===== config.mk =====
export PLATFORM = sky130hd
export DESIGN_NAME = stopwatch_bcd
export DESIGN_NICKNAME = d
export VERILOG_FILES = /design/src/rtl/stopwatch_pkg.sv /design/src/rtl/bcd_digit.sv /design/src/rtl/stopwatch_bcd.sv
export SDC_FILE = /design/constraint.sdc
export NUM_CORES = 1
export LEC_CHECK = 0
export ABC_AREA = 1
export BUFFER_PORTS_ARGS = -buffer_cell sky130_fd_sc_hd__buf_2
export CORE_UTILIZATION = 26
export DETAILED_ROUTE_END_ITERATION = 10
export GPL_TIMING_DRIVEN = 1
export HOLD_SLACK_MARGIN = 0.05
export SYNTH_ARGS = -nofsm -noshare
export SYNTH_HDL_FRONTEND = slang
export SYNTH_SLANG_ARGS = --single-unit
export TNS_END_PERCENT = 1

===== constraint.sdc =====
create_clock -name clk -period 1.7 [get_ports clk]
set_input_delay 0.17 -clock clk [delete_from_list [all_inputs] [get_ports clk]]
set_output_delay 0.17 -clock clk [all_outputs]
set_load 0.01 [all_outputs]

===== src/rtl/stopwatch_pkg.sv =====
// Shared types and constants for the BCD stopwatch.
// Digit widths, digit limits and the control state encoding.
package stopwatch_pkg;

  localparam int BCD_W    = 4;
  localparam int DIG_MAX  = 9;
  localparam int TENS_MAX = 5;

  typedef logic [BCD_W-1:0] bcd_t;

  typedef enum logic [1:0] {
    IDLE  = 2'd0,
    RUN   = 2'd1,
    PAUSE = 2'd2,
    LAP   = 2'd3
  } state_e;

  typedef struct packed {
    bcd_t min_tens;
    bcd_t min_ones;
    bcd_t sec_tens;
    bcd_t sec_ones;
  } mmss_t;

endpackage


===== src/rtl/bcd_digit.sv =====
// One BCD counter digit, wraps at LIMIT.
// carry is high when inc arrives with the digit at LIMIT.
module bcd_digit
  import stopwatch_pkg::*;
#(
  parameter int LIMIT = DIG_MAX
) (
  input  logic clk,
  input  logic ar,
  input  logic clr,
  input  logic inc,
  output bcd_t q,
  output logic carry
);

  bcd_t q_q;
  bcd_t q_d;
  logic at_lim;

  always_comb begin
    at_lim = (q_q == bcd_t'(LIMIT));
    carry  = inc & at_lim;
    q_d    = q_q;
    if (clr) begin
      q_d = '0;
    end else if (inc) begin
      q_d = at_lim ? '0 : q_q + bcd_t'(1);
    end
  end

  always_ff @(posedge clk) begin
    if (ar) begin
      q_q <= '0;
    end else begin
      q_q <= q_d;
    end
  end

  assign q = q_q;

endmodule


===== src/rtl/stopwatch_bcd.sv =====
// mm:ss BCD stopwatch with run/pause/lap control.
// tick_in is a divided clock sampled as data in the clk domain.
module stopwatch_bcd
  import stopwatch_pkg::*;
#(
  parameter int MAX_MIN_TENS = TENS_MAX,
  parameter bit TICK_ACTIVE  = 1'b1
) (
  input  logic clk,
  input  logic ar,
  input  logic tick_in,
  input  logic start_stop,
  input  logic lap,
  input  logic clear,
  output bcd_t sec_ones,
  output bcd_t sec_tens,
  output bcd_t min_ones,
  output bcd_t min_tens,
  output logic running,
  output logic lap_hold,
  output logic rollover
);

  state_e state_q;
  state_e state_d;
  logic   tick_q;
  logic   tick_d;
  logic   tick;
  mmss_t  lap_q;
  mmss_t  lap_d;
  mmss_t  live;
  mmss_t  disp;
  logic   rollover_q;
  logic   rollover_d;
  logic   counting;
  logic   inc;
  logic   c_so;
  logic   c_st;
  logic   c_mo;
  logic   c_mt;

  always_comb begin
    tick_d = tick_in;
    if (TICK_ACTIVE) begin
      tick = tick_in & ~tick_q;
    end else begin
      tick = ~tick_in & tick_q;
    end
  end

  // a tick that lands with clear is dropped
  always_comb begin
    counting = (state_q == RUN) |
               (state_q == LAP);
    inc      = tick & counting & ~clear;
  end

  bcd_digit #(.LIMIT(DIG_MAX)) u_sec_ones (
    .clk   (clk),
    .ar    (ar),
    .clr   (clear),
    .inc   (inc),
    .q     (live.sec_ones),
    .carry (c_so)
  );

  bcd_digit #(.LIMIT(TENS_MAX)) u_sec_tens (
    .clk   (clk),
    .ar    (ar),
    .clr   (clear),
    .inc   (c_so),
    .q     (live.sec_tens),
    .carry (c_st)
  );

  bcd_digit #(.LIMIT(DIG_MAX)) u_min_ones (
    .clk   (clk),
    .ar    (ar),
    .clr   (clear),
    .inc   (c_st),
    .q     (live.min_ones),
    .carry (c_mo)
  );

  bcd_digit #(.LIMIT(MAX_MIN_TENS)) u_min_tens (
    .clk   (clk),
    .ar    (ar),
    .clr   (clear),
    .inc   (c_mo),
    .q     (live.min_tens),
    .carry (c_mt)
  );

  always_comb begin
    rollover_d = c_mt;
  end

  // priority order: clear, then start_stop, then lap
  always_comb begin
    state_d = state_q;
    lap_d   = lap_q;
    priority case (1'b1)
      clear: begin
        state_d = IDLE;
        lap_d   = '0;
      end
      start_stop: begin
        state_d = counting ? PAUSE : RUN;
      end
      lap: begin
        if (state_q == RUN) begin
          state_d = LAP;
          lap_d   = live;
        end else if (state_q == LAP) begin
          state_d = RUN;
        end
      end
      default: begin
      end
    endcase
  end

  always_ff @(posedge clk) begin
    if (ar) begin
      state_q    <= IDLE;
      tick_q     <= 1'b0;
      lap_q      <= '0;
      rollover_q <= 1'b0;
    end else begin
      state_q    <= state_d;
      tick_q     <= tick_d;
      lap_q      <= lap_d;
      rollover_q <= rollover_d;
    end
  end

  always_comb begin
    disp = (state_q == LAP) ? lap_q : live;
  end

  assign sec_ones = disp.sec_ones;
  assign sec_tens = disp.sec_tens;
  assign min_ones = disp.min_ones;
  assign min_tens = disp.min_tens;
  assign running  = counting;
  assign lap_hold = (state_q == LAP);
  assign rollover = rollover_q;

endmodule


Word level (Yosys, flattened, before mapping):

Index checks and enable logic that the tools add are counted.

* $add $sub $neg: 4
* muxes and demuxes: 10
* bitwise logic cells: 11
* equality and inequality tests: 6
* reduce and logical (&&, ||, !) cells: 5

Operators by type and width (number)
* 4-bit by 1-bit adder with 4-bit output (second input constant): 4
* 16-bit 2-to-1 mux: 1
* 4-bit 2-to-1 mux: 4
* 2-bit 2-to-1 mux: 5
* 4-bit by 3-bit equality test with 1-bit output (second input constant): 2
* 4-bit equality test (second input constant): 2
* 1-bit AND: 7
* 1-bit inverter: 3
* 3-bit AND reduction: 1
* 3-bit nonzero test: 1
* 2-bit by 1-bit equality test with 1-bit output (second input constant): 1
* 2-bit equality test (second input constant): 1
* 2-bit AND reduction: 1
* 2-bit nonzero test: 1
* 2-bit OR reduction: 1
* 1-bit OR: 1

* input port bits: 6
* register bits after elaboration: 36
* output and inout bits: 19

Logic depth before layout (Yosys ltp):

* word-level depth: 8
* mapped depth: 8
* depth with buffers taken out: 8

Hierarchy:

A second synthesis with hierarchy kept.

* cells, all modules: 283
* area total of the unflattened synthesis: 1949.4 sq um

Modules (own cells, without submodules)
* stopwatch_bcd: cells each 167, area an instance 1161.1 sq um, sequential area each 400.4 sq um, times used 1
* bcd_digit (u_min_ones ...): cells each 29, area an instance 202.7 sq um, sequential area each 80.1 sq um, times used 2
* bcd_digit (u_min_tens ...): cells each 29, area an instance 191.4 sq um, sequential area each 80.1 sq um, times used 2

Least setup slack after synthesis:

OpenSTA, ideal clock, no wires.

* path type: flip-flop to output port
* start point: register state_q[0]
* end point: output min_ones[0]
* slack: 0.462 ns
* buffers on the path: 1
* stages on the path, launching flop included: 5
* arrival time: 1.068 ns
* required time: 1.530 ns
* cells stage by stage: dfxtp_1 > nand2_1 > inv_1 > clkbuf_1 > o21ai_0

* longest elaborated chain between the ends: 2

RTL lines
* start, declared: RTL line stopwatch_bcd.sv:24 `state_e state_q;`
* start signal, assigned: RTL line stopwatch_bcd.sv:130 `state_q <= state_d;`
* 2-bit equality test
* net lap_hold: RTL line stopwatch_bcd.sv:20 `output logic lap_hold,`
* 16-bit 2-to-1 mux: RTL line stopwatch_bcd.sv:138 `disp = (state_q == LAP) ? lap_q : live;`
* end, declared: RTL line stopwatch_bcd.sv:17 `output bcd_t min_ones,`

The timed path passes the listed nets, and every way through them passes these cells.

Final worst setup path:

* start point: register state_q[0]
* end point: output min_tens[1]

* longest elaborated chain between the ends: 2

RTL lines
* 2-bit equality test: RTL line stopwatch_bcd.sv:138
* 16-bit 2-to-1 mux: RTL line stopwatch_bcd.sv:138
* end, declared: RTL line stopwatch_bcd.sv:18 `output bcd_t min_tens,`

No other way between the ends.

==> metrics <==
status=finished with violations; failing checks=DRC; filler cell count=715; crit path capture type=primary output; Synth area leader=dfxtp_1; largest net degree at the start of global routing=34; PortBufs=24; Top FF cell, synth=dfxtp_1; initial core utilization=27.3%; H-tree lvl count=2; n_diodes=0; drt drc=2; met3 usage=3.64%; share of cells above drive strength 1=21.3%; Worst Path Class, Setup=reg -> out; clk slew on worst S/H paths=0.07 ns; # rows=29; first-pass GRT wire length=6330 um; Initial DRT Pass Iterations=7; vias per std cell=4.64; FF-to-FF Start=state_q[0]; FMAX=674 MHz; final worst path period share=87.3%; Area Growth Syn to Fin=16.5%; worst hold start=ar; post-DR wirelength/cell=10.7 um; I/O pin total=25; asr flop ratio synth=0%; GR Layer Usage met2=18.9%; CP max FO=33; core box area=6460 um2; Slew @ Worst Pin=0.489 ns; post-route design area=2050 um2; RSZ-0062 raised after global routing=no; antenna violation net count after detailed routing=0; Nets=277; Ys Warns=0; most frequent cells after synthesis=nand2_1, dfxtp_1, o21ai_0, a21oi_1, inv_1; Die Ht=84.3 um; CTS root buffer=clkbuf_8; final wirelength=3730 um; # setup viols final=0; Post-Synthesis Cells=248; Clock Skews=0.00673 ns; Setup crit start kind=flop; die area=7110 um2; Post-synth EDFFs=0; Tot GR Track Use=11.1%; Setup WS pre-CTS=0.351 ns; met1 GRT Util=13.5%; synth unique cells=23; main area contributors after synthesis=dfxtp_1, nand2_1, o21ai_0; final non-filler cell total=349; initial antenna violation count=0; Worst Path Required=1.53 ns; initial DRC count=76; Die W=84.3 um; GRT overflow=0; Min Clock Period, post-route=1.48 ns; syn nets=254; Max Cap Violations=0; mapped cell area=1760 um2; DR vias=1619; clock sink total=36; pwr dens=747 nW/um2; clock latency on the worst-skew pair=0.29 ns; Max-slew headroom=67.3%; post-route setup TNS=0 ns; final hold slack=0.0736 ns; Post CTS Setup Buffer Count=0; HP Class=in -> reg; static leakage=0.897 nW; Final Slew Violations=0; Max clock buf depth=2; post-DP HPWL=2650 um; gpl congestion=0.818; Placement Cell Area=1960 um2; #FFs+latches synth=36; DP Cell Count=341; Critical Path Start=state_q[0]; final hold violation count=0; # hold bufs at CTS=0; clock buffer count from CTS=5; sequential-to-total area share from yosys stat=40.9%; grt peak-use layer=met2; Post-CTS Resized=0; CP Data Arrival Time=1.31 ns; VDD IR max=0.000245 V; top-count cell post-synth=nand2_1; syn avg cell area=7.10 um2; CTS tree=yes; number of global-route vias before repair=1384; Final WS setup=0.216 ns; top cell type's share of synthesized area=40.9%
-- state kept, by name (all words and copies together) (netlist names) --
| signal | flops |
|---|---|
| rollover | 1 |
| state_q | 2 |
| u_sec_ones.q | 4 |
| u_min_tens.q | 4 |
| tick_q | 1 |
| u_sec_tens.q | 4 |
| u_min_ones.q | 4 |
| lap_q | 16 |
-- kinds of logic after synthesis --
logic type                count (synthesis)  share of synthesized area (%)
xor gates and xnor gates                  2                          0.994
buffers and inverters                    41                           9.30
AOI/OAI and AO/OA                        70                           19.9
DFF                                      36                           40.9
and+or+nand+nor                          99                           28.9
-- cell usage in the layout (no fill, tap or decap), types with 2 or more instances in the layout --
cell type,count
nand2_2,2
a21oi_1,27
nor2_8,3
inv_1,23
nor3_1,4
dfxtp_1,35
buf_2,24
nand2_4,2
nor3b_2,2
nand3_1,8
nand4_1,3
o21ai_1,8
nor2_1,14
clkbuf_8,6
clkinv_2,2
o21ai_0,35
nor2_2,4
inv_2,8
nand2_1,55
-- per-layer routing --
metal | wire length (um) | part of all wire [%]
met5 | 0 | 0
met4 | 29 | 0.78
met3 | 159 | 4.3
met2 | 1740 | 47
met1 | 1790 | 48
-- path summary, 6_finish.rpt --
kind / endpoint / depth (start not counted) / slack, ns
worst max-delay path: min_tens[1] / 6 / 0.22
worst min-delay path: tick_q / 2 / 0.07
worst max register to register: lap_q[4] / 4 / 0.43
worst min register to register: u_min_ones.q[2] / 2 / 0.49
-- stage by stage --
step	util, %	total power [mW]
after global placement	30.3	0.930
after floorplan	-	0.911
after detailed placement	30.3	0.931
after global routing	31.8	1.60
final	31.8	1.53
after CTS	31.8	1.56
-- power by group --
part           internal [mW]  leakage, nW  switching (mW)
combinational         0.0179        0.555          0.0379
clock                  0.323       0.0510           0.298
sequential             0.850        0.291         0.00505
total                   1.19        0.897           0.341
-- final cells by class --
| cell class | count | area, um2 | share of cell area [%] |
|---|---|---|---|
| multi-input combinational | 171 | 877 | 42.7 |
| sequential | 36 | 722 | 35.2 |
| timing repair buffer | 26 | 148 | 7.20 |
| inverter | 31 | 116 | 5.67 |
| tap | 77 | 96.3 | 4.70 |
| clock buffer | 6 | 82.6 | 4.02 |
| clock inverter | 2 | 10.0 | 0.488 |
-- worst max-delay path, cell delays in order (launching register included) --
cell and delay, ns:
dfxtp_2 0.39, nand2_1 0.06, inv_1 0.09, buf_12 0.18
nand2_1 0.06, o21ai_0 0.08, buf_2 0.17
Power figures use the tool's default switching activity.
